### config.mk
export PLATFORM = sky130hd
export DESIGN_NAME = muldiv_e
export DESIGN_NICKNAME = d
export VERILOG_FILES = /design/src/rtl/muldiv_e.sv
export SDC_FILE = /design/constraint.sdc
export NUM_CORES = 1
export LEC_CHECK = 0
export ABC_CLOCK_PERIOD_IN_PS = 11300
export BUFFER_PORTS_ARGS = -buffer_cell sky130_fd_sc_hd__buf_2
export CAP_MARGIN = 0
export CORE_ASPECT_RATIO = 1.1
export CORE_MARGIN = 3
export CORE_UTILIZATION = 30
export DETAILED_ROUTE_END_ITERATION = 6
export MAX_ROUTING_LAYER = met4
export PLACE_DENSITY_LB_ADDON = 0.3
export SYNTH_ARGS = -nofsm -noshare
export SYNTH_HDL_FRONTEND = slang
export SYNTH_SLANG_ARGS = --single-unit
export TNS_END_PERCENT = 10
### constraint.sdc
create_clock -name clk -period 11.3 [get_ports clk]
set_clock_uncertainty 0.15 [all_clocks]
set_input_delay 1.695 -clock clk [delete_from_list [all_inputs] [get_ports clk]]
set_output_delay 1.695 -clock clk [all_outputs]
set_load 0.05 [all_outputs]
### src/rtl/muldiv_e.sv
// Iterative RV32M multiply/divide unit: 32-cycle shift-add multiply, 32-cycle
// restoring divide, optional single-cycle completion of divide-by-zero and overflow.
module muldiv_e #(
  parameter bit EARLY_SPECIAL = 1'b1
) (
  input  logic        clk,
  input  logic        rst,
  input  logic        start,
  input  logic [2:0]  funct3E,
  input  logic [31:0] RD1E,
  input  logic [31:0] RD2E,
  input  logic        flush,
  output logic        stall,
  output logic        busy,
  output logic        done,
  output logic [31:0] result
);

  typedef enum logic [1:0] {S_IDLE, S_MUL, S_DIV, S_DONE} state_t;

  state_t      state;
  logic [4:0]  cnt;
  logic [1:0]  op;
  logic [63:0] acc;
  logic [63:0] mcand;
  logic [31:0] mplier;
  logic [31:0] rem;
  logic [31:0] quo;
  logic [31:0] dvsr;
  logic        neg_main;
  logic        neg_rem;
  logic        div_zero;

  logic        a_signed, b_signed, a_neg, b_neg;
  logic [31:0] a_mag, b_mag;
  logic        in_div0, in_ovf, special;
  logic [31:0] special_res;

  // Operand decode works on the raw inputs; only meaningful in IDLE when start is seen.
  always_comb begin
    a_signed    = funct3E[2] ? ~funct3E[0] : (funct3E[1:0] != 2'b11);
    b_signed    = funct3E[2] ? ~funct3E[0] : ~funct3E[1];
    a_neg       = a_signed & RD1E[31];
    b_neg       = b_signed & RD2E[31];
    a_mag       = a_neg ? (32'd0 - RD1E) : RD1E;
    b_mag       = b_neg ? (32'd0 - RD2E) : RD2E;
    in_div0     = (RD2E == 32'd0);
    in_ovf      = ~funct3E[0] & (RD1E == 32'h8000_0000) & (RD2E == 32'hFFFF_FFFF);
    special     = EARLY_SPECIAL & funct3E[2] & (in_div0 | in_ovf);
    special_res = funct3E[1] ? (in_div0 ? RD1E : 32'd0)
                             : (in_div0 ? 32'hFFFF_FFFF : 32'h8000_0000);
  end

  logic [63:0] acc_next, prod;
  logic [32:0] rem_sh, trial;
  logic [31:0] rem_next, quo_next, q_fin, r_fin;

  always_comb begin
    acc_next = mplier[0] ? (acc + mcand) : acc;
    prod     = neg_main ? (64'd0 - acc_next) : acc_next;
    rem_sh   = {rem, quo[31]};
    trial    = rem_sh - {1'b0, dvsr};
    rem_next = trial[32] ? rem_sh[31:0] : trial[31:0];
    quo_next = {quo[30:0], ~trial[32]};
    // A zero divisor already leaves remainder = |A|; only the quotient needs forcing.
    q_fin    = div_zero ? 32'hFFFF_FFFF : (neg_main ? (32'd0 - quo_next) : quo_next);
    r_fin    = neg_rem ? (32'd0 - rem_next) : rem_next;
  end

  assign busy  = (state == S_MUL) || (state == S_DIV);
  assign stall = ((state == S_IDLE) && start) || busy;

  always_ff @(posedge clk) begin
    if (rst) begin
      state    <= S_IDLE;
      cnt      <= 5'd0;
      op       <= 2'd0;
      acc      <= 64'd0;
      mcand    <= 64'd0;
      mplier   <= 32'd0;
      rem      <= 32'd0;
      quo      <= 32'd0;
      dvsr     <= 32'd0;
      neg_main <= 1'b0;
      neg_rem  <= 1'b0;
      div_zero <= 1'b0;
      result   <= 32'd0;
      done     <= 1'b0;
    end else begin
      done <= 1'b0;
      if (flush) begin
        state <= S_IDLE;
      end else begin
        case (state)
          S_IDLE: begin
            if (start) begin
              op       <= funct3E[1:0];
              cnt      <= 5'd0;
              neg_main <= a_neg ^ b_neg;
              neg_rem  <= a_neg;
              div_zero <= in_div0;
              acc      <= 64'd0;
              mcand    <= {32'd0, a_mag};
              mplier   <= b_mag;
              rem      <= 32'd0;
              quo      <= a_mag;
              dvsr     <= b_mag;
              if (special) begin
                result <= special_res;
                done   <= 1'b1;
                state  <= S_DONE;
              end else begin
                state <= funct3E[2] ? S_DIV : S_MUL;
              end
            end
          end
          S_MUL: begin
            acc    <= acc_next;
            mcand  <= mcand << 1;
            mplier <= mplier >> 1;
            cnt    <= cnt + 5'd1;
            if (cnt == 5'd31) begin
              result <= (op == 2'b00) ? prod[31:0] : prod[63:32];
              done   <= 1'b1;
              state  <= S_DONE;
            end
          end
          S_DIV: begin
            rem <= rem_next;
            quo <= quo_next;
            cnt <= cnt + 5'd1;
            if (cnt == 5'd31) begin
              result <= op[1] ? r_fin : q_fin;
              done   <= 1'b1;
              state  <= S_DONE;
            end
          end
          default: state <= S_IDLE;
        endcase
      end
    end
  end

endmodule
==> impl_metrics.py <==
metrics = {
    "status": {
        "status": "finished, final reports clean",
    },
    "cts": {
        "clockBufferDepth": 3,
        "cts_buffers": 43,
        "clkTransAtPathRegs_ps": 60,
        "clk-insertion-delay-late_ps": 620,
        "cts_tree": "yes",
        "cts_root_buffer": "clkbuf_16",
        "holdBufCountCts": 0,
        "cts.sinks": 301,
        "ctsResizeCount": 0,
        "htree_levels": 2,
        "post_cts_buffers": 0,
    },
    "critical_path": {
        "cp_max_fo": 48,
        "criticalPathCategory": "reg2reg",
        "path_common_cell": "inv_1",
        "critPathCaptureType": "flip-flop",
        "cp_data_arrival_time_ps": 7930,
        "cp-start-kind": "flip-flop",
        "critPathRequiredTime_ps": 11620,
        "cp_slowest_stage_delay_ps": 750,
        "slowest_stage": "inv_2",
    },
    "timing": {
        "final_max_slew_viol_count": 0,
        "min_period_ps": 7610,
        "period_share_pct": 67.3,
        "fin_tns_setup_ps": 0,
        "max_clock_freq_mhz": 131,
        "setup_viol": 0,
        "timing.final.ws_setup_ps": 3690,
        "grt_setup_unrepaired": "no",
        "max-slew-margin-rel_pct": 11.0,
        "worst_pin_slew_ps": 1300,
        "finalHoldViolCount": 0,
    },
    "placement": {
        "gp_congestion": 1.04,
        "pre_cts_ws_ps": 3890,
        "dpl.cell_count": 4875,
        "hpwl_mm": 90.2,
        "io_buffers": 105,
    },
    "yosys": {
        "synth.avg_cell_area_um2": 7.02,
        "synth_area_leader_cell": "dfxtp_1",
        "synth_nets": 4014,
        "synth_seq_area_share_pct": 22.4,
        "synth-seq-cells": 301,
        "synth_cells": 3834,
        "yosys_warnings": 0,
        "synth-async-reset-ratio_pct": 0,
        "synth_area_um2": 26900,
        "synth-main-ff-cell": "dfxtp_1",
        "synth_top_area_share_pct": 22.4,
        "synth_edf_count": 0,
        "synthTopCellsByArea": "dfxtp_1, nand2_1, a21oi_1, nor2_1, ha_1",
        "yosysUniqueCellTypes": 111,
    },
    "floorplan": {
        "start_util_pct": 30.4,
        "die_x_um": 292,
        "io_pins": 106,
        "core_um2": 88400,
        "die-height_um": 320,
        "rows": 114,
        "design.die.area_um2": 93300,
    },
    "routing": {
        "viasPerCell": 6.07,
        "dr_wl_met3_mm": 9.36,
        "drc": 0,
        "vias": 30100,
        "wl_met1_mm": 50.1,
        "final_antenna_net_count": 0,
        "drtIter0Drc": 3377,
        "drtPass1Iterations": 6,
        "met2RoutedLength_mm": 53.3,
        "wl_mm": 119,
        "wire_per_inst_um": 24.0,
        "top_layer": "met4",
    },
    "power": {
        "ir_drop_mv": 0.104,
        "powerDensity_nw_per_um2": 112,
        "total_leakage_power_uw": 0.0104,
    },
    "global_routing": {
        "grt_pass1_vias": 27100,
        "grt_pass1_wl_mm": 176,
        "grt_max_degree": 92,
        "grt_util_all_layers_pct": 24.9,
        "grt.overflow.total": 0,
        "antenna_found_initial": 11,
    },
    "finish": {
        "drive_above_1_share_pct": 8.54,
        "syn2layout_area_growth_pct": 10.1,
        "n_fill_cell": 9650,
        "fin_nets": 3940,
        "instances_no_fill": 4959,
    },
    "job": {
        "cap_violations": 0,
    },
    "min_path": {
        "worstHoldPathType": "reg2reg",
    },
}
[stage by stage]
| step | area, um2 | hold WS [ps] | total power [uW] | utilization (%) |
|---|---|---|---|---|
| after floorplan | 26900 | 286 | 1630 | - |
| after global placement | 28100 | 290 | 1880 | 31.8 |
| after detailed placement | 28100 | 297 | 1870 | 31.8 |
| after CTS | 29600 | 304 | 3330 | 33.5 |
| after global routing | 29600 | 317 | 3450 | 33.5 |
| final | 29600 | 299 | 3320 | 33.5 |
[kinds of logic (layout without fill, tap and decap cells)]
group / after synthesis / in the layout / share of synthesized area (%)
simple gates: 1611 / 1611 / 28.4
compound gates: 1215 / 1215 / 30.0
buf+inv: 345 / 306 / 5.38
mux: 83 / 83 / 3.19
xor+xnor: 170 / 170 / 5.53
flops: 301 / 301 / 22.4
fa+ha+maj: 109 / 109 / 5.12
other cells: 0 / 4 / 0
[state kept, by name, summed over array words and instances (netlist names)]
name	count
result	32
cnt	5
mcand	64
op	2
dvsr	32
mplier	32
div_zero	1
acc	64
state	2
neg_rem	1
done	1
rem	32
neg_main	1
quo	32
[synthesized netlist by cell type, drive strengths merged (13+ instances only)]
master,instances
a211o,17
a211oi,80
a21o,33
a21oi,344
a221oi,22
a22oi,19
a31oi,160
and2,27
and3,25
and4,21
buf,69
clkbuf,199
dfxtp,301
ha,107
inv,76
mux2,13
mux2i,69
nand2,502
nand2b,36
nand3,180
nand4,82
nor2,440
nor2b,22
nor3,110
nor3b,15
nor4,44
o2111ai,14
o211ai,40
o21a,41
o21ai,214
o31ai,45
o41ai,21
or2,19
or3,30
or4,26
xnor2,105
xor2,65
[cell usage in the layout, fill, tap and decap left out, drive strengths merged, types with 12 or more instances in the layout]
master | synthesis | final
clkbuf | 199 | 60
o2111ai | 14 | 14
clkinv | 1 | 14
mux2i | 69 | 69
nand2 | 502 | 502
inv | 76 | 77
a22oi | 19 | 19
o21ai | 214 | 214
nand3 | 180 | 180
nand4 | 82 | 82
buf | 69 | 149
o41ai | 21 | 21
a221oi | 22 | 22
nor2b | 22 | 22
and4 | 21 | 21
o31ai | 45 | 45
a21oi | 344 | 344
and3 | 25 | 25
o21a | 41 | 41
a211oi | 80 | 80
nand2b | 36 | 36
o211ai | 40 | 40
mux2 | 13 | 13
dfxtp | 301 | 301
or3 | 30 | 30
and2 | 27 | 27
o221ai | 12 | 12
ha | 107 | 107
o311ai | 12 | 12
or2 | 19 | 19
xor2 | 65 | 65
a21o | 33 | 33
or4 | 26 | 26
nor3 | 110 | 110
a211o | 17 | 17
xnor2 | 105 | 105
nor2 | 440 | 440
nor3b | 15 | 15
a31oi | 160 | 160
nor4 | 44 | 44
[cell type report]
class / instances / area, um2 / share of cell area, %
timing repair buffer: 149 / 866 / 2.92
multi-input combinational: 3188 / 19500 / 65.8
clock buffer: 60 / 1220 / 4.12
clock inverter: 20 / 270 / 0.912
inverter: 77 / 289 / 0.975
sequential: 301 / 6030 / 20.4
antenna: 4 / 10.0 / 0.0338
tap: 1160 / 1450 / 4.90
[worst paths after layout]
kind / start / to / slack [ps] / depth (start not counted)
setup / recovery: quo[31]$_SDFFE_PP0P_ / result[28]$_SDFFE_PP0P_ / 3690 / 26
hold / removal: result[9]$_SDFFE_PP0P_ / result[9]$_SDFFE_PP0P_ / 300 / 2
setup reg to reg: quo[31]$_SDFFE_PP0P_ / result[28]$_SDFFE_PP0P_ / 3690 / 26
hold reg to reg: result[9]$_SDFFE_PP0P_ / result[9]$_SDFFE_PP0P_ / 300 / 2
[per-layer routing]
metal | up-vias | GRT usage, %
met2 | 1361 | 38.5
met3 | 262 | 3.76
met1 | 14400 | 32.2
li1 | 14100 | -
met5 | - | -
met4 | 0 | 10.9
[critical path: cells and delay by family (launching register included)]
family | cells | cell delay (ps)
compound gates | 9 | 2650
simple gates | 9 | 2220
buf+inv | 5 | 1290
fa+ha+maj | 3 | 800
flops | 1 | 330
[power by group]
group          internal (uW)  switching [uW]  total, uW  leakage [uW]
sequential              1100            37.4       1130       0.00244
combinational            219             517        736       0.00728
clock                    855             594       1450      0.000731
total                   2170            1150       3320        0.0104
No activity file was read; power rests on OpenSTA's default activity.
